===== src/rtl/regfile_uart_dump_if.sv =====
// regfile_uart_dump_if: register-file read port shared by the dump engine (master) and the register file (slave)
interface regfile_uart_dump_if #(
    parameter int ADDR_W = 5,
    parameter int N      = 16
);
    logic [ADDR_W-1:0] rd_addr;
    logic [N-1:0]      rd_data;
    modport master (output rd_addr, input rd_data);
    modport slave  (input rd_addr, output rd_data);
endinterface


===== src/rtl/regfile_uart_dump.sv =====
// regfile_uart_dump: walks every register through the read port and sends {addr, data MSB-first} as 8N1 UART bytes
module regfile_uart_dump #(
    parameter int N            = 16,
    parameter int ADDR_W       = 5,
    parameter int NREG         = 32,
    parameter int CLKS_PER_BIT = 10416
) (
    input  logic                clk,
    input  logic                rst_n,
    input  logic                start_i,
    regfile_uart_dump_if.master rf,
    output logic                tx_o,
    output logic                busy_o,
    output logic                done_o
);
    localparam int NB = 1 + N / 8;
    localparam int W  = 8 * NB;
    localparam int BW = $clog2(CLKS_PER_BIT);
    localparam int IW = $clog2(NB);

    typedef enum logic [2:0] {IDLE, FETCH, LOAD, START, DATA, STOP, DONE} state_t;

    state_t            state_q, state_d;
    logic [ADDR_W-1:0] addr_q, addr_d;
    logic [W-1:0]      buf_q, buf_d;
    logic [IW-1:0]     byte_q, byte_d;
    logic [2:0]        bit_q, bit_d;
    logic [BW-1:0]     baud_q, baud_d;
    logic              tx_q, tx_d, busy_q, done_q;
    logic              tick;
    logic [7:0]        cur_d;

    assign tick = baud_q == BW'(CLKS_PER_BIT - 1);

    always_comb begin
        state_d = state_q;
        addr_d  = addr_q;
        buf_d   = buf_q;
        byte_d  = byte_q;
        bit_d   = bit_q;
        baud_d  = (state_q inside {START, DATA, STOP} && !tick) ? baud_q + 1'b1 : '0;
        case (state_q)
            IDLE: begin
                if (start_i) begin
                    state_d = FETCH;
                    addr_d  = '0;
                end
            end
            FETCH: state_d = LOAD;
            LOAD: begin
                buf_d   = {8'(addr_q), rf.rd_data};
                byte_d  = '0;
                bit_d   = '0;
                state_d = START;
            end
            START: begin
                if (tick) begin
                    state_d = DATA;
                    bit_d   = '0;
                end
            end
            DATA: begin
                if (tick) begin
                    bit_d   = bit_q + 3'd1;
                    state_d = (bit_q == 3'd7) ? STOP : DATA;
                end
            end
            STOP: begin
                if (tick) begin
                    if (byte_q != IW'(NB - 1)) begin
                        byte_d  = byte_q + 1'b1;
                        buf_d   = buf_q << 8;
                        state_d = START;
                    end else if (addr_q == ADDR_W'(NREG - 1)) begin
                        state_d = DONE;
                    end else begin
                        addr_d  = addr_q + 1'b1;
                        state_d = FETCH;
                    end
                end
            end
            DONE: begin
                addr_d  = '0;
                state_d = IDLE;
            end
            default: state_d = IDLE;
        endcase
    end

    // tx is decoded from next-state values so the line itself comes straight from a flop
    assign cur_d = buf_d[W-1 -: 8];
    assign tx_d  = (state_d == START) ? 1'b0 : (state_d == DATA) ? cur_d[bit_d] : 1'b1;

    always_ff @(posedge clk or negedge rst_n) begin
        if (!rst_n) begin
            state_q <= IDLE;
            addr_q  <= '0;
            buf_q   <= '0;
            byte_q  <= '0;
            bit_q   <= '0;
            baud_q  <= '0;
            tx_q    <= 1'b1;
            busy_q  <= 1'b0;
            done_q  <= 1'b0;
        end else begin
            state_q <= state_d;
            addr_q  <= addr_d;
            buf_q   <= buf_d;
            byte_q  <= byte_d;
            bit_q   <= bit_d;
            baud_q  <= baud_d;
            tx_q    <= tx_d;
            busy_q  <= state_d != IDLE;
            done_q  <= state_d == DONE;
        end
    end

    assign rf.rd_addr = addr_q;
    assign tx_o       = tx_q;
    assign busy_o     = busy_q;
    assign done_o     = done_q;
endmodule


===== src/flat_wrapper.sv =====
// flat-port wrapper written by rule: the top's interface ports become plain ports
module regfile_uart_dump_flat 
#(
    parameter int N            = 16,
    parameter int ADDR_W       = 5,
    parameter int NREG         = 32,
    parameter int CLKS_PER_BIT = 10416
)
  (clk, rst_n, start_i, tx_o, busy_o, done_o, rf_rd_addr, rf_rd_data);
  regfile_uart_dump_if #(.ADDR_W(ADDR_W), .N(N)) rf_i ();
  input  logic clk;
  input  logic rst_n;
  input  logic start_i;
  output logic tx_o;
  output logic busy_o;
  output logic done_o;
  output wire logic [$bits(rf_i.rd_addr)-1:0] rf_rd_addr;
  input wire logic [$bits(rf_i.rd_data)-1:0] rf_rd_data;
  assign rf_rd_addr = rf_i.rd_addr;
  assign rf_i.rd_data = rf_rd_data;
  regfile_uart_dump #(.N(N), .ADDR_W(ADDR_W), .NREG(NREG), .CLKS_PER_BIT(CLKS_PER_BIT)) u_core (.clk(clk), .rst_n(rst_n), .start_i(start_i), .rf(rf_i), .tx_o(tx_o), .busy_o(busy_o), .done_o(done_o));
endmodule

===== config.mk =====
export PLATFORM = sky130hd
export DESIGN_NAME = regfile_uart_dump_flat
export DESIGN_NICKNAME = d
export VERILOG_FILES = /design/src/rtl/regfile_uart_dump_if.sv /design/src/rtl/regfile_uart_dump.sv /design/src/flat_wrapper.sv
export SDC_FILE = /design/constraint.sdc
export NUM_CORES = 1
export LEC_CHECK = 0
export CORE_MARGIN = 1
export CORE_UTILIZATION = 40
export CTS_BUF_LIST = sky130_fd_sc_hd__clkbuf_2 sky130_fd_sc_hd__clkbuf_4 sky130_fd_sc_hd__clkbuf_8
export DETAILED_ROUTE_END_ITERATION = 8
export PLACE_DENSITY_LB_ADDON = 0.15
export SETUP_SLACK_MARGIN = 0.5
export SYNTH_ARGS = -nofsm -noshare
export SYNTH_HDL_FRONTEND = slang
export SYNTH_SLANG_ARGS = --single-unit

===== constraint.sdc =====
create_clock -name clk -period 2.6 [get_ports clk]
set_clock_uncertainty 0.1 [all_clocks]
set_input_delay 0.78 -clock clk [delete_from_list [all_inputs] [get_ports clk]]
set_output_delay 0.78 -clock clk [all_outputs]
set_load 0.05 [all_outputs]

; Word level (Yosys, flattened, before mapping)
; Cells that the tools add are included.
[classes]
eq_ne = 18
n_mux = 27
n_lt_le_gt_ge = 1
n_reduce_logical = 9
addsub = 4
[ops]
columns = cell, n
row1 = $mux W24, 2
row2 = $pmux W24 S2, 1
row3 = $mux W3, 8
row4 = $mux W5, 4
row5 = $eq A3 B3 Y1 const B, 6
row6 = $pmux W3 S6, 1
row7 = $pmux W5 S3, 1
row8 = $add A14 B1 Y14 const B, 1
row9 = $eq A14 B14 Y1 const B, 1
row10 = $mux W14, 1
row11 = $ne A2 B2 Y1 const B, 5
row12 = $eq A3 B2 Y1 const B, 3
row13 = $pmux W3 S3, 1
row14 = $reduce_bool A3 Y1, 3
row15 = $add A5 B1 Y5 const B, 1
row16 = $eq A5 B5 Y1 const B, 1
row17 = $reduce_and A5 Y1, 1
row18 = $lt A3 B4 Y1 const B, 1
row19 = $mux W1, 4
row20 = $mux W2, 2
row21 = $pmux W2 S2, 1
row22 = $add A3 B1 Y3 const B, 1
row23 = $bmux W1 S3, 1
row24 = $eq A3 B1 Y1 const B, 1
row25 = 7 further kinds, 7
[word_totals]
output_inout_bits = 8
regBits = 54

; Longest topological paths before layout
; Gate-level depths: netlist (run 1).
[logic_depth]
depth_word = 8
mapped_depth = 13
depth_no_buf = 13

; Worst setup path before layout (run 1)
; No wires, ideal clock.
[synth_timing]
path_type = flip-flop to flip-flop
start = reg u_core.baud_q[0]
end = reg u_core.tx_q (netlist: u_core.tx_o)
period_less_slack_ns = 2.464
t_arrival_ns = 2.287
stages_incl_launch_ff = 10
setup_slack_ns = 0.136
path_buffers = 0
path_cell_list = dfrtp_1 ha_1 and4_1 and4_4 inv_2 nor3_4 mux2_2 mux2_2 a2bb2oi_1 a31oi_1
[synth_between]
elab_chain_len = 7
elab_cells_between_ends = 16
classes_between = 3 x eq/ne / 13 x mux
[synth_rtl]
columns = element, line_no
row1 = start: declaration, regfile_uart_dump.sv:28  ; logic [BW-1:0] baud_q, baud_d;
row2 = start signal: assignment, regfile_uart_dump.sv:111  ; baud_q <= baud_d;
row3 = $eq A14 B14 Y1 *, regfile_uart_dump.sv:33  ; assign tick = baud_q == BW'(CLKS_PER_BIT - 1);
row4 = $mux W3 (tied with other cells), regfile_uart_dump.sv:63  ; if (tick) begin
row5 = $pmux W3 S3 or $pmux W24 S2 (tied branches), regfile_uart_dump.sv:42  ; case (state_q)
row6 = $bmux W1 S3, regfile_uart_dump.sv:92  ; assign tx_d = (state_d == START) ? 1'b0 : (state_d == DATA) ? cur_d[bit_d] : 1'b1;
row7 = $mux W1 (not written as such), regfile_uart_dump.sv:92
row8 = $mux W1, regfile_uart_dump.sv:92
row9 = $mux W1 *, regfile_uart_dump.sv:92
row10 = named net u_core.tx_d, regfile_uart_dump.sv:29  ; logic tx_q, tx_d, busy_q, done_q;
row11 = end signal: assignment, regfile_uart_dump.sv:112  ; tx_q <= tx_d;
row12 = end: declaration, regfile_uart_dump.sv:29
; Mark *: on every way through the listed nets, which the timed path passes. The rest lies on a longest branch. The select of a mux whose other input is x is not followed.
; A chain may end at the register's enable or synchronous reset.

; Final worst setup path (run 1)
[layout_timing]
start = reg u_core.baud_q[1]
end = reg u_core.tx_q (netlist: u_core.tx_o)
; Same word-level chain as after synthesis.

==> flow_summary_export.csv, run 1 <==
group,metric,value,unit
floorplan,ioPinCount,27,
route,dr.pass1.iters,6,
timing,fmax,424,MHz
power,p_sw_share,21.0,%
floorplan,start_util,42.2,%
timing,rsz0062_at_grt,"true",
global_routing,grt_max_degree,55,
placed_design,placed_cell_area,0.00315,mm²
clocking,cts_tree,"yes",
worst_setup_path,max_stage_delay,370,ps
timing,tns,0,ps
worst_setup_path,path_cells,"ha_2 > and4_4 > and4_4 > inv_6 > nor3_4 > mux2_4 > mux2_4 > a2bb2oi_2 > a31oi_1",
synth,synth_top_area_cell,"dfrtp_1",
power,p_int,1.17,mW
clocking,postCtsHoldBufs,0,
synth,netlist_area,0.00272,mm²
floorplan,core_area,0.00646,mm²
global_routing,grt_pass1_vias,2098,
power,power.density,431,mW/mm²
power,power.total,1.48,mW
min_path,hold_class,"primary input to asynchronous set/reset pin",
placed_design,port_buffers,26,
synth,postSynthAreaPerCell,9.26,µm²
clocking,clock-root-buffer,"clkbuf_8",
route,drc_errors,2,
timing,maxSlewViolCount,0,
power,static-leakage-power,1.65,nW
route,route.vias.total,2238,
route,wire_per_inst,14.1,µm
worst_setup_path,crit_type,"flip-flop to flip-flop",
synth,async_flop_share,100,%
clocking,clk_path_buf_depth,2,
synth,syn_nets,320,
clocking,cts_num_sinks,54,
timing,min_period,2360,ps
floorplan,die_w,84.5,µm
worst_setup_path,critPathBufInv,1,
clocking,clkSlewWorstSetupHoldPaths,100,ps
route,viasPerCell,5.32,
global_routing,track_usage,17.7,%
outcome,violations,"design-rule violations",
power,comb_power_share,3.8,%
synth,yosysSeqAreaShare,49.7,%
worst_setup_path,worst_ep_arrival_time,2490,ps
layout,antenna_cells,0,
layout,nFillCells,603,
timing,max_slew_margin,67.3,%
power,p_switching,0.311,mW
floorplan,die_h,84.5,µm
layout,drive_above_1_share,21.2,%
synth,synth_common_cells,"nand2_1, dfrtp_1, nor2_1, o21ai_0, inv_1",
worst_setup_path,rrSetupSlack,240,ps
route,ant_nets,0,
layout,nNetsFinal,369,
worst_setup_path,worstPathRequired,2730,ps
power,pwr-share-seq,57.9,%
synth,ys_warn_count,0,
global_routing,grt_overflow_total,0,
layout,final_area,0.00344,mm²
layout,area_delta_synth_final,26.3,%
timing,setup-violations-final,0,
power,vdd_ir_drop_max,0.000276,V
synth,synth.top_cell.area_share,48.7,%
worst_setup_path,worstSetupStartpointType,"flip-flop",
worst_setup_path,crit_path_top_delay_cell,"dfrtp_1",
synth,synth_edf_count,0,
timing,period_share,90.8,%
worst_setup_path,crit_fanout,7,
clocking,cts_buffers,5,
route,routed_wl,5950,µm
layout,stdcell_count,421,
global_routing,grt_pass1_wl,10000,µm
placed_design,dpl.cell_count,398,
timing,tightest_slew,489,ps
outcome,status,"complete, but fails checks",
clocking,insertion_delay,310,ps
worst_setup_path,crit_family,"simple AND/OR/NAND/NOR gates",
global_routing,antenna_found_initial,0,
worst_setup_path,worstRegToRegCells,9,
route,drt_iter0_drc,145,
synth,synth_most_common_cell,"nand2_1",
floorplan,placementRows,29,
placed_design,dp_hpwl,4030,µm
power,power.share.clock,38.3,%
synth,synthesis.instances,294,
worst_setup_path,rr_startpoint,"u_core.baud_q[1]$_DFF_PN0_",
synth,ys_ff_latch,54,
worst_setup_path,crit_path_end_kind,"flip-flop",
clocking,htree_levels,2,
job,max_cap_violations,0,
timing,finalHoldViolations,0,
worst_setup_path,rr_endpoint,"u_core.tx_o$_DFF_PN1_",
synth,netlist_top_cells_area,"dfrtp_1, nand2_1, nor2_1",
floorplan,die-area,0.00714,mm²
synth,ys.flop_type,"dfrtp_1",
placed_design,gp_congestion,0.856,
synth,ys_types,47,
[logic make-up (layout without fill, tap and decap cells)]
family                   after synthesis  in the layout  share of synthesized area (%)
AND/OR/NAND/NOR                      135            135                           24.0
flip-flops                            54             54                           49.7
AO/OA/AOI/OAI                         52             52                           12.4
buffers and inverters                 28             78                           4.46
XOR/XNOR                              12             12                           3.86
adder cells (fa/ha/maj)                7              7                           3.22
multiplexers                           6              6                           2.39
[metal layers]
| metal | GRT usage, % | share of wire [%] |
|---|---|---|
| met1 | 25.9 | 49 |
| met2 | 26.8 | 45 |
| met3 | 3.05 | 4.0 |
| met4 | 5.55 | 1.4 |
| met5 | 0 | 0 |
[per-stage QoR]
| step | worst slack (ps) | hold slack, ps | util, % |
|---|---|---|---|
| after floorplan | 266 | 346 | - |
| after global placement | 168 | 361 | 48.8 |
| after detailed placement | 139 | 371 | 48.8 |
| after CTS | 282 | 366 | 52.1 |
| after global routing | 148 | 381 | 53.2 |
| final | 239 | 350 | 53.2 |
[worst max-delay path by stage]
stage | from | to | slack (ps) | depth (start not counted)
global placement | u_core.baud_q[0]$_DFF_PN0_ | u_core.tx_o$_DFF_PN1_ | 170 | 9
global route | u_core.baud_q[0]$_DFF_PN0_ | u_core.tx_o$_DFF_PN1_ | 150 | 12
floorplan | u_core.baud_q[0]$_DFF_PN0_ | u_core.tx_o$_DFF_PN1_ | 270 | 9
finish | u_core.baud_q[1]$_DFF_PN0_ | u_core.tx_o$_DFF_PN1_ | 240 | 9
CTS | u_core.baud_q[0]$_DFF_PN0_ | u_core.tx_o$_DFF_PN1_ | 280 | 9
detailed placement | u_core.baud_q[0]$_DFF_PN0_ | u_core.tx_o$_DFF_PN1_ | 140 | 9
[cell type report]
type / count / area (µm²) / share of cell area (%)
Timing Repair Buffer: 56 / 493 / 14.3
Sequential cell: 54 / 1360 / 39.4
Clock buffer: 5 / 68.8 / 2.00
Clock inverter: 3 / 43.8 / 1.27
Inverter: 14 / 57.6 / 1.67
Multi-Input combinational cell: 212 / 1320 / 38.5
Tap cell: 77 / 96.3 / 2.80
[flip-flops by register name (all words and copies together) (netlist names)]
name / count
u_core.tx_o: 1
u_core.state_q: 3
u_core.bit_q: 3
u_core.busy_o: 1
u_core.done_o: 1
u_core.baud_q: 14
u_core.byte_q: 2
u_core.buf_q: 24
u_core.rf.rd_addr: 5
[power by group through the flow]
| stage | clock network, mW | logic (mW) | registers (mW) |
|---|---|---|---|
| floorplan | 0 | 0.00970 | 0.873 |
| global route | 0.613 | 0.0652 | 0.861 |
| finish | 0.568 | 0.0565 | 0.859 |
| CTS | 0.581 | 0.0590 | 0.859 |
| detailed placement | 0 | 0.0590 | 0.875 |
| global placement | 0 | 0.0586 | 0.875 |
[placed cells by master, fill, tap and decap left out, types with 4 or more instances in the layout]
cell type | synthesis | routed
ha_1 | 7 | 5
o21ai_0 | 18 | 16
a22oi_1 | 8 | 8
buf_4 | 1 | 26
nor2_1 | 25 | 24
clkdlybuf4s50_1 | 0 | 17
dfrtp_1 | 53 | 51
nand3_1 | 10 | 10
xor2_1 | 8 | 8
inv_1 | 13 | 12
xnor2_1 | 4 | 4
a21oi_1 | 9 | 9
nand2_1 | 64 | 64
clkbuf_8 | 0 | 5
and3_1 | 8 | 8
[worst reg2reg max path, delay by kind of cell (launching register included)]
family | cells | cell delay [ps]
compound gates | 2 | 290
fa+ha+maj | 1 | 180
buf+inv | 1 | 60
flops | 1 | 370
mux | 2 | 610
simple gates | 3 | 680
[what timing repair did]
| item | 4_1_cts | 5_1_grt |
|---|---|---|
| gates resized for setup | 24 | 15 |
| endpoints found under the setup margin | 13 | 7 |
| pin swaps | 8 | 8 |
| buffers inserted | 9 | 6 |
| hold endpoints to repair | 0 | 0 |
Power figures use the tool's default switching activity.
==> inputs of run 2 (changes only) <==
--- a/config.mk
+++ b/config.mk
@@ -9,7 +9,8 @@
 export CORE_UTILIZATION = 40
 export CTS_BUF_LIST = sky130_fd_sc_hd__clkbuf_2 sky130_fd_sc_hd__clkbuf_4 sky130_fd_sc_hd__clkbuf_8
 export DETAILED_ROUTE_END_ITERATION = 8
-export PLACE_DENSITY_LB_ADDON = 0.15
+export HOLD_SLACK_MARGIN = 0.05
+export PLACE_DENSITY = 0.58
 export SETUP_SLACK_MARGIN = 0.5
 export SYNTH_ARGS = -nofsm -noshare
 export SYNTH_HDL_FRONTEND = slang
==> flow_summary_export.csv, run 2 (same netlist as run 1, synthesis figures left out) <==
group,metric,value,unit
outcome,status,"complete, but fails checks",
outcome,violations,"design-rule violations",
placed_design,dp_hpwl,4040,µm
floorplan,core_area,0.00646,mm²
placed_design,port_buffers,26,
timing,final.setup.worst_slack,267,ps
global_routing,antenna_found_initial,0,
power,p_int,1.10,mW
clocking,htree_levels,2,
power,p_switching,0.306,mW
global_routing,grt_pass1_vias,2147,
layout,layout_common_cells,"nand2_1, dfrtp_1, nor2_1",
clocking,insertion_delay,300,ps
route,viasPerCell,5.30,
timing,max_slew_margin,66.8,%
power,static-leakage-power,1.59,nW
global_routing,grt_overflow_total,0,
global_routing,grt_pass1_wl,10200,µm
worst_setup_path,crit_path_end_kind,"flip-flop",
route,drc_errors,2,
layout,largest_reg_flops,24,
worst_setup_path,worst_ep_arrival_time,2470,ps
floorplan,start_util,42.2,%
power,vdd_ir_drop_max,0.000227,V
layout,stdcell_count,415,
layout,layout_commonest_cell,"nand2_1",
timing,tns,0,ps
layout,final_area,0.00338,mm²
clocking,clk_path_buf_depth,2,
timing,maxSlewViolCount,0,
min_path,hold_class,"primary input to asynchronous set/reset pin",
worst_setup_path,crit_fanout,9,
job,max_cap_violations,0,
timing,finalHoldViolations,0,
timing,min_period,2330,ps
clocking,clock-root-buffer,"clkbuf_8",
worst_setup_path,crit_type,"flip-flop to flip-flop",
placed_design,dp_slack,127,ps
power,power.share.clock,34.7,%
floorplan,placementRows,29,
layout,area_delta_synth_final,24.0,%
power,comb_power_share,4.1,%
layout,seq_area,0.00136,mm²
clocking,cts_num_sinks,54,
route,ant_nets,0,
timing,rsz0062_at_grt,"true",
clocking,cts_tree,"yes",
placed_design,placed_cell_area,0.00314,mm²
power,pwr-share-seq,61.2,%
route,route.vias.total,2199,
route,routed_wl,5980,µm
layout,nNetsFinal,363,
floorplan,ioPinCount,27,
layout,top_register,"u_core.buf_q",
clocking,clkSlewWorstSetupHoldPaths,100,ps
timing,period_share,89.7,%
route,drt_iter0_drc,119,
floorplan,die_w,84.5,µm
floorplan,die_h,84.5,µm
global_routing,grt_max_degree,37,
placed_design,gp_congestion,0.837,
timing,setup-violations-final,0,
worst_setup_path,worstPathRequired,2730,ps
power,power.density,416,mW/mm²
worst_setup_path,rrSetupSlack,270,ps
placed_design,dpl.cell_count,396,
layout,antenna_cells,0,
route,dr.pass1.iters,6,
route,wire_per_inst,14.4,µm
clocking,cts_buffers,5,
layout,fin_util,52.3,%
layout,drive_above_1_share,19.8,%
power,p_sw_share,21.8,%
timing,fmax,429,MHz
global_routing,track_usage,17.7,%
layout,nFillCells,617,
worst_setup_path,worstSetupStartpointType,"flip-flop",
timing,tightest_slew,495,ps
floorplan,die-area,0.00714,mm²
layout,multiInputGateArea,0.00131,mm²
-- run 2: cell count changes in the layout (fill, tap and decap cells not counted), moves of 2 or more --
cell / previous run / this run
buf_2: 3 / 1
buf_4: 26 / 20
clkdlybuf4s15_2: 3 / 5
o21ai_2: 2 / 0
inv_6: 2 / 0
-- run 2: through the flow --
stage | power (mW) | hold WS (ps)
2_1_floorplan | 0.883 | 346
3_3_place_gp | 0.934 | 365
3_5_place_dp | 0.935 | 371
4_1_cts | 1.43 | 319
5_1_grt | 1.47 | 340
6_report | 1.40 | 312
-- run 2: what timing repair did --
item / 4_1_cts / 5_1_grt
endpoints found under the setup margin: 13 / 12
resized for setup: 27 / 11
hold buffers: 0 / 0
setup buffers: 10 / 1
pin swaps: 5 / 1
-- run 2: path summary, 6_finish.rpt --
check / cells after the start / startpoint / end
setup / recovery: 10 / u_core.baud_q[0]$_DFF_PN0_ / u_core.tx_o$_DFF_PN1_
hold / removal: 1 / rst_n / u_core.state_q[2]$_DFF_PN0_
setup reg to reg: 10 / u_core.baud_q[0]$_DFF_PN0_ / u_core.tx_o$_DFF_PN1_
hold reg to reg: 2 / u_core.buf_q[10]$_DFFE_PN0P_ / u_core.buf_q[10]$_DFFE_PN0P_
max in group asynchronous: 2 / rst_n / u_core.tx_o$_DFF_PN1_
min in group clk: 2 / u_core.buf_q[10]$_DFFE_PN0P_ / u_core.buf_q[10]$_DFFE_PN0P_
-- run 2: worst max-delay path, stage by stage (launching register included) --
cell and delay (ps):
dfrtp_1 370, ha_2 180, and4_4 200, and4_4 240
inv_4 60, nor3_4 210, buf_4 210, a221oi_1 110
mux2_4 280, a2bb2oi_1 130, a31oi_1 180
-- run 2: layer usage --
metal | GRT usage [%] | wire [µm] | up-vias
met4 | 4.62 | 74 | 0
met3 | 3.54 | 224 | 9
met5 | 0 | 0 | -
li1 | - | - | 1091
met2 | 28.2 | 2780 | 42
met1 | 24.8 | 2890 | 1057
-- run 2: area by class of cell --
cell class	count	area share, %
Timing Repair Buffer	50	13.7
Multi-Input combinational cell	212	38.8
Inverter	14	1.63
Tap cell	77	2.85
Clock inverter	2	0.371
Clock buffer	6	2.45
Sequential cell	54	40.2
-- run 2: power by group through the flow --
stage / clock network (mW) / logic [mW] / registers [mW]
2_1_floorplan: 0 / 0.00970 / 0.873
3_3_place_gp: 0 / 0.0590 / 0.875
5_1_grt: 0.540 / 0.0655 / 0.861
6_report: 0.488 / 0.0571 / 0.859
4_1_cts: 0.508 / 0.0591 / 0.859
3_5_place_dp: 0 / 0.0593 / 0.875
==> inputs of run 3 (changes only) <==
==> constraint.sdc (replaced) <==
create_clock -name clk -period 2.6 [get_ports clk]
set_clock_uncertainty 0.1 [all_clocks]
set_input_delay 0.52 -clock clk [delete_from_list [all_inputs] [get_ports clk]]
set_output_delay 0.52 -clock clk [all_outputs]
set_load 0.05 [all_outputs]
==> flow_summary_export.csv, run 3 (same netlist as run 1, synthesis figures left out) <==
group,metric,value,unit
clocking,insertion_delay,300,ps
placed_design,dp_hpwl,3960,µm
job,max_cap_violations,0,
route,route.vias.total,2167,
clocking,cts_num_sinks,54,
timing,min_period,2370,ps
layout,largest_reg_flops,24,
worst_setup_path,worstRegToRegCells,7,
timing,period_share,91.3,%
worst_setup_path,worst_ep_arrival_time,2510,ps
global_routing,antenna_found_initial,0,
worst_setup_path,max_stage_delay,540,ps
power,p_sw_share,21.2,%
worst_setup_path,crit_fanout,14,
worst_setup_path,worstSetupStartpointType,"flip-flop",
global_routing,grt_use_met1,24.7,%
timing,maxSlewViolCount,0,
global_routing,track_usage,17.8,%
power,p_int,1.11,mW
timing,setup-violations-final,0,
layout,fin_util,50.7,%
global_routing,grt_max_degree,55,
power,power.density,429,mW/mm²
route,wire_per_inst,14.2,µm
power,comb_power_share,3.9,%
layout,antenna_cells,0,
clocking,clk_path_buf_depth,2,
layout,nFillCells,631,
layout,nNetsFinal,356,
worst_setup_path,path_cells,"nand3b_1 > nor2_1 > a21oi_2 > a221o_1 > mux2_4 > a2bb2oi_1 > a31oi_1",
power,p_switching,0.298,mW
floorplan,die_h,84.5,µm
power,power.share.clock,35.0,%
worst_setup_path,worstPathRequired,2730,ps
worst_setup_path,crit_path_top_delay_cell,"dfrtp_1",
layout,final_area,0.00327,mm²
power,pwr-share-seq,61.2,%
timing,rsz0062_at_grt,"true",
power,vdd_ir_drop_max,0.000250,V
floorplan,die_w,84.5,µm
clocking,cts_tree,"yes",
layout,layout_commonest_cell,"nand2_1",
clocking,clock-root-buffer,"clkbuf_8",
route,ant_nets,0,
route,drt_iter0_drc,133,
worst_setup_path,critical_path.endpoint,"u_core.tx_o$_DFF_PN1_",
placed_design,port_buffers,26,
clocking,htree_levels,2,
placed_design,placed_cell_area,0.00311,mm²
min_path,hold_class,"primary input to asynchronous set/reset pin",
worst_setup_path,rrSetupSlack,230,ps
global_routing,grt_overflow_total,0,
layout,layout_common_cells,"nand2_1, dfrtp_1, nor2_1",
global_routing,grt_pass1_vias,2130,
outcome,violations,"design-rule violations",
placed_design,gp_congestion,0.844,
global_routing,grt_pass1_wl,10100,µm
global_routing,grt_util_met2,28.3,%
worst_setup_path,rr_startpoint,"u_core.state_q[1]$_DFF_PN0_",
floorplan,core_area,0.00646,mm²
layout,drive_above_1_share,14.8,%
outcome,status,"complete, but fails checks",
layout,area_delta_synth_final,20.3,%
clocking,cts_buffers,5,
timing,finalHoldViolations,0,
worst_setup_path,crit_start,"u_core.state_q[1]$_DFF_PN0_",
layout,top_register,"u_core.buf_q",
layout,stdcell_count,408,
worst_setup_path,rr_endpoint,"u_core.tx_o$_DFF_PN1_",
placed_design,dpl.cell_count,394,
route,dr.pass1.iters,6,
global_routing,use_met3,3.34,%
timing,fmax,421,MHz
global_routing,grt_busiest_layer,"met2",
timing,tns,0,ps
route,drc_errors,2,
route,routed_wl,5800,µm
route,viasPerCell,5.31,
floorplan,die-area,0.00714,mm²
worst_setup_path,crit_path_end_kind,"flip-flop",
floorplan,ioPinCount,27,
floorplan,start_util,42.2,%
clocking,postCtsHoldBufs,0,
floorplan,placementRows,29,
timing,tightest_slew,677,ps
clocking,clkSlewWorstSetupHoldPaths,90,ps
power,static-leakage-power,1.59,nW
timing,max_slew_margin,54.9,%
worst_setup_path,crit_type,"flip-flop to flip-flop",
==> run 3: cell types whose count changed in the layout (fill, tap and decap cells not counted), moves of 2 or more <==
| cell | change |
|---|---|
| clkdlybuf4s15_2 | -5 |
| buf_6 | -2 |
| clkdlybuf4s50_1 | +2 |
| buf_4 | -3 |
| dlygate4sd2_1 | +4 |
==> run 3: critical path: cells and delay by family, from the launching register on <==
kind	cells	cell delay [ps]
DFF	1	540
and+or+nand+nor	2	620
muxes	1	280
AOI/OAI and AO/OA	4	760
==> run 3: through the flow <==
| step | setup WS [ps] | hold WS [ps] | total power, mW |
|---|---|---|---|
| after floorplan | 266 | 124 | 0.883 |
| after global placement | 192 | 362 | 0.931 |
| after detailed placement | 149 | 367 | 0.932 |
| after CTS | 213 | 264 | 1.43 |
| after global routing | 115 | 311 | 1.46 |
| final | 225 | 222 | 1.40 |
==> run 3: worst min-delay path by stage <==
stage,to,slack (ps),depth (start not counted)
after floorplan,u_core.baud_q[0]$_DFF_PN0_,120,0
after global placement,u_core.buf_q[14]$_DFFE_PN0P_,360,2
after detailed placement,u_core.buf_q[14]$_DFFE_PN0P_,370,2
after CTS,u_core.rf.rd_addr[4]$_DFFE_PN0P_,260,2
after global routing,u_core.rf.rd_addr[4]$_DFFE_PN0P_,310,2
final,u_core.done_o$_DFF_PN0_,220,2
==> run 3: repair_timing <==
item	in CTS	in global routing
setup buffers	4	2
pin swaps	4	3
setup endpoints to repair	11	9
gates resized for setup	11	2
==> run 3: area by class of cell <==
| cell class | instances | area, µm² | share of cell area [%] |
|---|---|---|---|
| clock inverter | 1 | 5.00 | 0.153 |
| multi-input combinational | 212 | 1300 | 39.6 |
| inverter | 14 | 55.1 | 1.68 |
| sequential | 54 | 1360 | 41.4 |
| timing repair buffer | 43 | 375 | 11.5 |
| clock buffer | 7 | 90.1 | 2.75 |
| tap | 77 | 96.3 | 2.94 |
==> run 3: metal layers <==
metal  wire, µm  up-vias
met5          0        -
met4         71        0
met3        258        7
met2       2700       47
met1       2770     1041
li1           -     1072
==> run 3: power by group through the flow <==
stage                     combinational (mW)  clock [mW]  sequential [mW]
after floorplan                      0.00970           0            0.873
after global placement                0.0558           0            0.875
after detailed placement              0.0563           0            0.875
after CTS                             0.0567       0.511            0.859
after global routing                  0.0633       0.538            0.860
final                                 0.0541       0.491            0.859
